===== src/rtl/cluster_event_pkg.sv =====
// Shared types and field-layout helpers for the cluster event collector.
// Field offsets are derived from the per-source event counts.
package cluster_event_pkg;

  localparam int unsigned EVT_WIDTH_DFLT = 32;

  typedef logic [EVT_WIDTH_DFLT-1:0] evt_word_t;

  typedef enum logic [1:0] {
    IDLE = 2'd0,
    WAIT = 2'd1,
    ACK  = 2'd2
  } evt_state_e;

  // Bit 0 is sync/barrier/fifo, bit 1 is dispatch, then DMA and timer fields.
  function automatic int unsigned dma_off();
    return 32'd2;
  endfunction

  function automatic int unsigned timer_off(input int unsigned nb_dma);
    return 32'(2 + nb_dma);
  endfunction

  // Two reserved bits sit between the timer and accelerator fields.
  function automatic int unsigned acc_off(input int unsigned nb_dma, input int unsigned nb_timer);
    return 32'(2 + nb_dma + nb_timer + 2);
  endfunction

  function automatic int unsigned cluster_off(input int unsigned evt_w, input int unsigned nb_cl);
    return 32'(evt_w - nb_cl);
  endfunction

endpackage


===== src/rtl/cluster_event_core_ctrl.sv =====
// One core's event channel: sticky pending bits, irq mask, overflow flag
// and the wait/ack handshake that consumes matched events.
module cluster_event_core_ctrl
  import cluster_event_pkg::*;
#(
  parameter int unsigned            EVT_WIDTH = EVT_WIDTH_DFLT,
  parameter logic [EVT_WIDTH-1:0]   MASK_RST  = '1
) (
  input  logic                 clk_i,
  input  logic                 rst_i,
  input  logic [EVT_WIDTH-1:0] raw_i,
  input  logic                 mask_we_i,
  input  logic [EVT_WIDTH-1:0] mask_wdata_i,
  input  logic [EVT_WIDTH-1:0] clr_i,
  input  logic                 wait_req_i,
  input  logic [EVT_WIDTH-1:0] wait_mask_i,
  output logic                 wait_ack_o,
  output logic [EVT_WIDTH-1:0] wait_evt_o,
  output logic [EVT_WIDTH-1:0] pending_o,
  output logic                 irq_o,
  output logic                 overflow_o
);

  evt_state_e           state_q, state_d;
  logic [EVT_WIDTH-1:0] pending_q, pending_d;
  logic [EVT_WIDTH-1:0] mask_q, mask_d;
  logic [EVT_WIDTH-1:0] wmask_q, wmask_d;
  logic [EVT_WIDTH-1:0] evt_q, evt_d;
  logic                 overflow_q, overflow_d;
  logic [EVT_WIDTH-1:0] consume;
  logic [EVT_WIDTH-1:0] hit;
  logic [EVT_WIDTH-1:0] early_hit;

  always_ff @(posedge clk_i) begin
    if (rst_i) begin
      state_q    <= IDLE;
      pending_q  <= '0;
      mask_q     <= MASK_RST;
      wmask_q    <= '0;
      evt_q      <= '0;
      overflow_q <= 1'b0;
    end else begin
      state_q    <= state_d;
      pending_q  <= pending_d;
      mask_q     <= mask_d;
      wmask_q    <= wmask_d;
      evt_q      <= evt_d;
      overflow_q <= overflow_d;
    end
  end

  // Handshake FSM; evt_q is only non-zero while in ACK.
  always_comb begin
    state_d   = state_q;
    wmask_d   = wmask_q;
    evt_d     = '0;
    consume   = '0;
    hit       = pending_q & wmask_q;
    early_hit = pending_q & wait_mask_i;
    unique case (state_q)
      IDLE: begin
        if (wait_req_i) begin
          wmask_d = wait_mask_i;
          if (|early_hit) begin
            state_d = ACK;
            consume = early_hit;
            evt_d   = early_hit;
          end else begin
            state_d = WAIT;
          end
        end
      end
      WAIT: begin
        if (!wait_req_i) begin
          state_d = IDLE;
        end else if (|hit) begin
          state_d = ACK;
          consume = hit;
          evt_d   = hit;
        end
      end
      ACK:     state_d = IDLE;
      default: state_d = IDLE;
    endcase
  end

  // New events win over clear and consume in the same cycle.
  always_comb begin
    pending_d  = (pending_q & ~clr_i & ~consume) | raw_i;
    overflow_d = (overflow_q & ~clr_i[0]) | (|(raw_i & pending_q & ~clr_i & ~consume));
    mask_d     = mask_we_i ? mask_wdata_i : mask_q;
  end

  assign wait_ack_o = (state_q == ACK);
  assign wait_evt_o = evt_q;
  assign pending_o  = pending_q;
  assign irq_o      = |(pending_q & mask_q);
  assign overflow_o = overflow_q;

endmodule


===== src/rtl/cluster_event_collector.sv =====
// Packs per-core event sources into an event word and feeds one
// cluster_event_core_ctrl channel per core.
module cluster_event_collector
  import cluster_event_pkg::*;
#(
  parameter int unsigned          NB_CORES       = 1,
  parameter int unsigned          NB_DMA_EVT     = 2,
  parameter int unsigned          NB_TIMER_EVT   = 2,
  parameter int unsigned          NB_ACC_EVT     = 4,
  parameter int unsigned          NB_CLUSTER_EVT = 16,
  parameter int unsigned          EVT_WIDTH      = EVT_WIDTH_DFLT,
  parameter logic [EVT_WIDTH-1:0] MASK_RST       = '1
) (
  input  logic                                        clk_i,
  input  logic                                        rst_i,
  input  logic [NB_CORES-1:0]                         barrier_evt_i,
  input  logic [NB_CORES-1:0]                         mutex_evt_i,
  input  logic                                        periph_fifo_evt_i,
  input  logic [NB_CORES-1:0]                         dispatch_evt_i,
  input  logic [NB_CORES-1:0][NB_DMA_EVT-1:0]         dma_evt_i,
  input  logic [NB_CORES-1:0][NB_TIMER_EVT-1:0]       timer_evt_i,
  input  logic [NB_CORES-1:0][NB_ACC_EVT-1:0]         acc_evt_i,
  input  logic [NB_CORES-1:0][NB_CLUSTER_EVT-1:0]     cluster_evt_i,
  input  logic [NB_CORES-1:0]                         mask_we_i,
  input  logic [NB_CORES-1:0][EVT_WIDTH-1:0]          mask_wdata_i,
  input  logic [NB_CORES-1:0][EVT_WIDTH-1:0]          clr_i,
  input  logic [NB_CORES-1:0]                         wait_req_i,
  input  logic [NB_CORES-1:0][EVT_WIDTH-1:0]          wait_mask_i,
  output logic [NB_CORES-1:0]                         wait_ack_o,
  output logic [NB_CORES-1:0][EVT_WIDTH-1:0]          wait_evt_o,
  output logic [NB_CORES-1:0][EVT_WIDTH-1:0]          pending_o,
  output logic [NB_CORES-1:0]                         irq_o,
  output logic [NB_CORES-1:0]                         overflow_o
);

  localparam int unsigned DMA_OFF   = dma_off();
  localparam int unsigned TIMER_OFF = timer_off(NB_DMA_EVT);
  localparam int unsigned ACC_OFF   = acc_off(NB_DMA_EVT, NB_TIMER_EVT);
  localparam int unsigned ACC_END   = ACC_OFF + NB_ACC_EVT;
  localparam int unsigned CL_OFF    = cluster_off(EVT_WIDTH, NB_CLUSTER_EVT);

  if ((NB_CLUSTER_EVT > EVT_WIDTH) || (ACC_END > CL_OFF)) begin : g_bad_layout
    $error("cluster_event_collector: event fields overlap or exceed EVT_WIDTH");
  end

  logic [NB_CORES-1:0][EVT_WIDTH-1:0] raw;

  // Raw event word per core; the fifo pulse is broadcast to every core.
  always_comb begin
    for (int unsigned c = 0; c < NB_CORES; c++) begin
      raw[c]                                = '0;
      raw[c][0]                             = barrier_evt_i[c] | mutex_evt_i[c] | periph_fifo_evt_i;
      raw[c][1]                             = dispatch_evt_i[c];
      raw[c][DMA_OFF +: NB_DMA_EVT]         = dma_evt_i[c];
      raw[c][TIMER_OFF +: NB_TIMER_EVT]     = timer_evt_i[c];
      raw[c][ACC_OFF +: NB_ACC_EVT]         = acc_evt_i[c];
      raw[c][CL_OFF +: NB_CLUSTER_EVT]      = cluster_evt_i[c];
    end
  end

  for (genvar g = 0; g < NB_CORES; g++) begin : g_core
    cluster_event_core_ctrl #(
      .EVT_WIDTH (EVT_WIDTH),
      .MASK_RST  (MASK_RST)
    ) u_core_ctrl (
      .clk_i        (clk_i),
      .rst_i        (rst_i),
      .raw_i        (raw[g]),
      .mask_we_i    (mask_we_i[g]),
      .mask_wdata_i (mask_wdata_i[g]),
      .clr_i        (clr_i[g]),
      .wait_req_i   (wait_req_i[g]),
      .wait_mask_i  (wait_mask_i[g]),
      .wait_ack_o   (wait_ack_o[g]),
      .wait_evt_o   (wait_evt_o[g]),
      .pending_o    (pending_o[g]),
      .irq_o        (irq_o[g]),
      .overflow_o   (overflow_o[g])
    );
  end

endmodule


===== config.mk =====
export PLATFORM = sky130hd
export DESIGN_NAME = cluster_event_collector
export DESIGN_NICKNAME = d
export VERILOG_FILES = /design/src/rtl/cluster_event_pkg.sv /design/src/rtl/cluster_event_core_ctrl.sv /design/src/rtl/cluster_event_collector.sv
export SDC_FILE = /design/constraint.sdc
export NUM_CORES = 1
export LEC_CHECK = 0
export ABC_AREA = 1
export ABC_CLOCK_PERIOD_IN_PS = 2100
export BUFFER_PORTS_ARGS = -buffer_cell sky130_fd_sc_hd__buf_2
export CAP_MARGIN = 20
export CORE_MARGIN = 5
export CORE_UTILIZATION = 50
export CTS_CLUSTER_SIZE = 8
export DETAILED_ROUTE_END_ITERATION = 10
export PLACE_DENSITY = 0.79
export SKIP_CTS_REPAIR_TIMING = 1
export SLEW_MARGIN = 10
export SYNTH_ARGS = -nofsm -noshare
export SYNTH_HDL_FRONTEND = slang
export SYNTH_HIERARCHICAL = 1
export SYNTH_SLANG_ARGS = --single-unit

===== constraint.sdc =====
create_clock -name clk_i -period 2.1 [get_ports clk_i]
set_clock_uncertainty 0.15 [all_clocks]
set_input_delay 0.105 -clock clk_i [delete_from_list [all_inputs] [get_ports clk_i]]
set_output_delay 0.105 -clock clk_i [all_outputs]
set_load 0.05 [all_outputs]

==> metrics.yaml <==
status: "complete, but fails checks"
violations: "hold timing"
numPortBuffers: 194
synth.most_common_cell: "nand2_1"
dp_hpwl_um: 14500
drive_above_1_share_pct: 19.6
crit_fanout: 5
setup_violations: 0
worstHoldPathType: "in -> reg"
syn2layout_area_growth_pct: 50.8
yosysTopAreaCellShare_pct: 43.3
synth-main-ff-cell: "dfxtp_1"
grt_max_degree: 65
grt_pass1_wl_um: 31100
relSlewSlack_pct: 66.2
hold_viol: 4
cts_tree: "yes"
synth_area_per_cell_um2: 6.59
path_cells: "a221oi_2, nand2_1, nor3_1, nand4_1, buf_4"
via_per_inst: 5.36
htree_levels: 4
die_width_um: 120
fin_crit_sh_pct: 96.9
dr.pass1.iters: 5
fillerInstances: 831
max_stage_delay_ns: 0.40
cts_sinks: 131
seqCellArea_um2: 2620
leakage_nw: 4.56
worst_ep_arrival_time_ns: 1.78
netlist_top_cells_count: "nand2_1 (249), nor2_1 (158), dfxtp_1 (131)"
root_buffer: "clkbuf_16"
gp_congestion: 0.923
multi_input_area_um2: 2940
slowest_stage: "dfxtp_1"
clk_pin_slew_ns: 0.06
worstSetupEndpointType: "output port"
wirelength_um: 23200
cp_data_required_time_ns: 1.85
start_util_pct: 50.7
cts-buffers-inserted: 17
worst_pin_slew_ns: 0.505
synth-edff-count: 0
clock.fmax_ghz: 0.491
die_area_um2: 14400
clock_latency_ns: 0.42
rows: 40
critPathTopFamily: "flip-flops"
vdd_drop_max_v: 0.000517
synth_cell_types: 27
crit_type: "reg -> out"
ant_nets: 0
fin_nets: 1373
yosys-top-cells-area: "dfxtp_1 (43%), nand2_1 (15%), nor2_1 (9.8%)"
avgRoutedWirePerCell_um: 16.5
yosysSeqAreaShare_pct: 43.3
core-area_um2: 12000
fin_crit_ns: 2.04
powerDensity_nw_per_um2: 785
vias: 7541
synth_area_um2: 6060
yosysTopAreaCell: "dfxtp_1"
drc: 0
grt_overflow: 0
max-clock-path-buffers: 2
yosysWarnings: 6
antenna_found_initial: 0
cp-start-kind: "register"
synthArstFlopShare_pct: 0
yosys_register_bits: 131
die_y_um: 120
slew_violations: 0
rsz0062_at_grt: "false"
syn_inst: 920
cap_violations: 0
power_w: 0.00718
hold_ws_ns: -0.0129
drt_iter0_markers: 893
fin_util_pct: 76.4
grtUsageTotal_pct: 27.2
grt_pass1_vias: 6281
crit_buf_inv: 1
ios: 195
## final timing paths
path | slack (ns) | endpoint | startpoint | cells after the start
worst max-delay path | 0.06 | irq_o | g_core[0].u_core_ctrl/pending_o[31]$_SDFF_PP0_ | 5
worst min-delay path | -0.01 | g_core[0].u_core_ctrl/mask_q[18]$_SDFFE_PP1P_ | mask_we_i | 3
worst max register to register | 0.15 | g_core[0].u_core_ctrl/overflow_o$_SDFF_PP0_ | g_core[0].u_core_ctrl/state_q[1]$_SDFFE_PP0P_ | 8
worst min register to register | 0.31 | g_core[0].u_core_ctrl/mask_q[29]$_SDFFE_PP1P_ | g_core[0].u_core_ctrl/mask_q[29]$_SDFFE_PP1P_ | 2
## report_power, final
group / total, W / internal [W] / switching [W]
clock: 0.00317 / 0.00204 / 0.00113
sequential: 0.00278 / 0.00264 / 0.000139
combinational: 0.00123 / 0.000489 / 0.000738
## registers in the layout, indices dropped and copies added, names as in the netlist
signal,flops
g_core.u_core_ctrl/mask_q,32
g_core.u_core_ctrl/pending_o,32
g_core.u_core_ctrl/wait_evt_o,32
g_core.u_core_ctrl/overflow_o,1
g_core.u_core_ctrl/state_q,2
g_core.u_core_ctrl/wmask_q,32
## per-stage QoR
| step | std cells | setup WS (ns) | instance area, µm² | TNS (ns) |
|---|---|---|---|---|
| 2_1_floorplan | 926 | 0.284 | 6080 | 0 |
| 3_3_place_gp | 1245 | 0.200 | 7210 | 0 |
| 3_5_place_dp | 1245 | 0.126 | 7210 | 0 |
| 4_1_cts | 1277 | -0.0885 | 7840 | -0.0885 |
| 5_1_grt | 1405 | 0.0172 | 9140 | 0 |
| 6_report | 1406 | 0.0643 | 9140 | 0 |
## placed cells by master (no fill, tap or decap), types with 26 or more instances in the layout
master and count:
a21oi_1 36, buf_2 193, dfxtp_1 130, dlygate4sd3_1 128, inv_1 96, nand2_1 249, nand3_1 69, nand4_1 26
nor2_1 158, nor3_1 34, o21ai_0 32
## kinds of logic (layout without fill, tap and decap cells)
| group | after synthesis | after routing | synth area share, % |
|---|---|---|---|
| buffers and inverters | 134 | 466 | 8.71 |
| and+or+nand+nor | 561 | 561 | 39.2 |
| AOI/OAI and AO/OA | 93 | 93 | 8.78 |
| other | 1 | 8 | 0.0619 |
| DFF | 131 | 131 | 43.3 |
## routing by layer
| layer | up-vias | part of all wire (%) | track usage (%) |
|---|---|---|---|
| met5 | - | 0 | 0 |
| met4 | 0 | 3.7 | 9.59 |
| met3 | 97 | 10 | 6.46 |
| met2 | 508 | 48 | 44.3 |
| met1 | 3346 | 38 | 35.2 |
| li1 | 3590 | - | - |
## worst register-to-register path, stage by stage, from the launching register on
cell	delay (ns)
dfxtp_1	0.36
nor2_2	0.16
nand2_2	0.30
o211ai_1	0.32
nand2_1	0.10
nor2_1	0.17
nand2_1	0.09
nor2_1	0.12
a21oi_1	0.07
## layout make-up
| class | instances | area share [%] |
|---|---|---|
| multi-input cells | 661 | 32.1 |
| flip-flops and latches | 131 | 28.7 |
| diodes | 1 | 0.0274 |
| well taps | 147 | 2.01 |
| clock inverters | 13 | 2.00 |
| repair buffers | 336 | 26.1 |
| inverters | 98 | 4.05 |
| clock buffers | 19 | 4.96 |
Note: power is estimated with default switching activity, not from simulation.
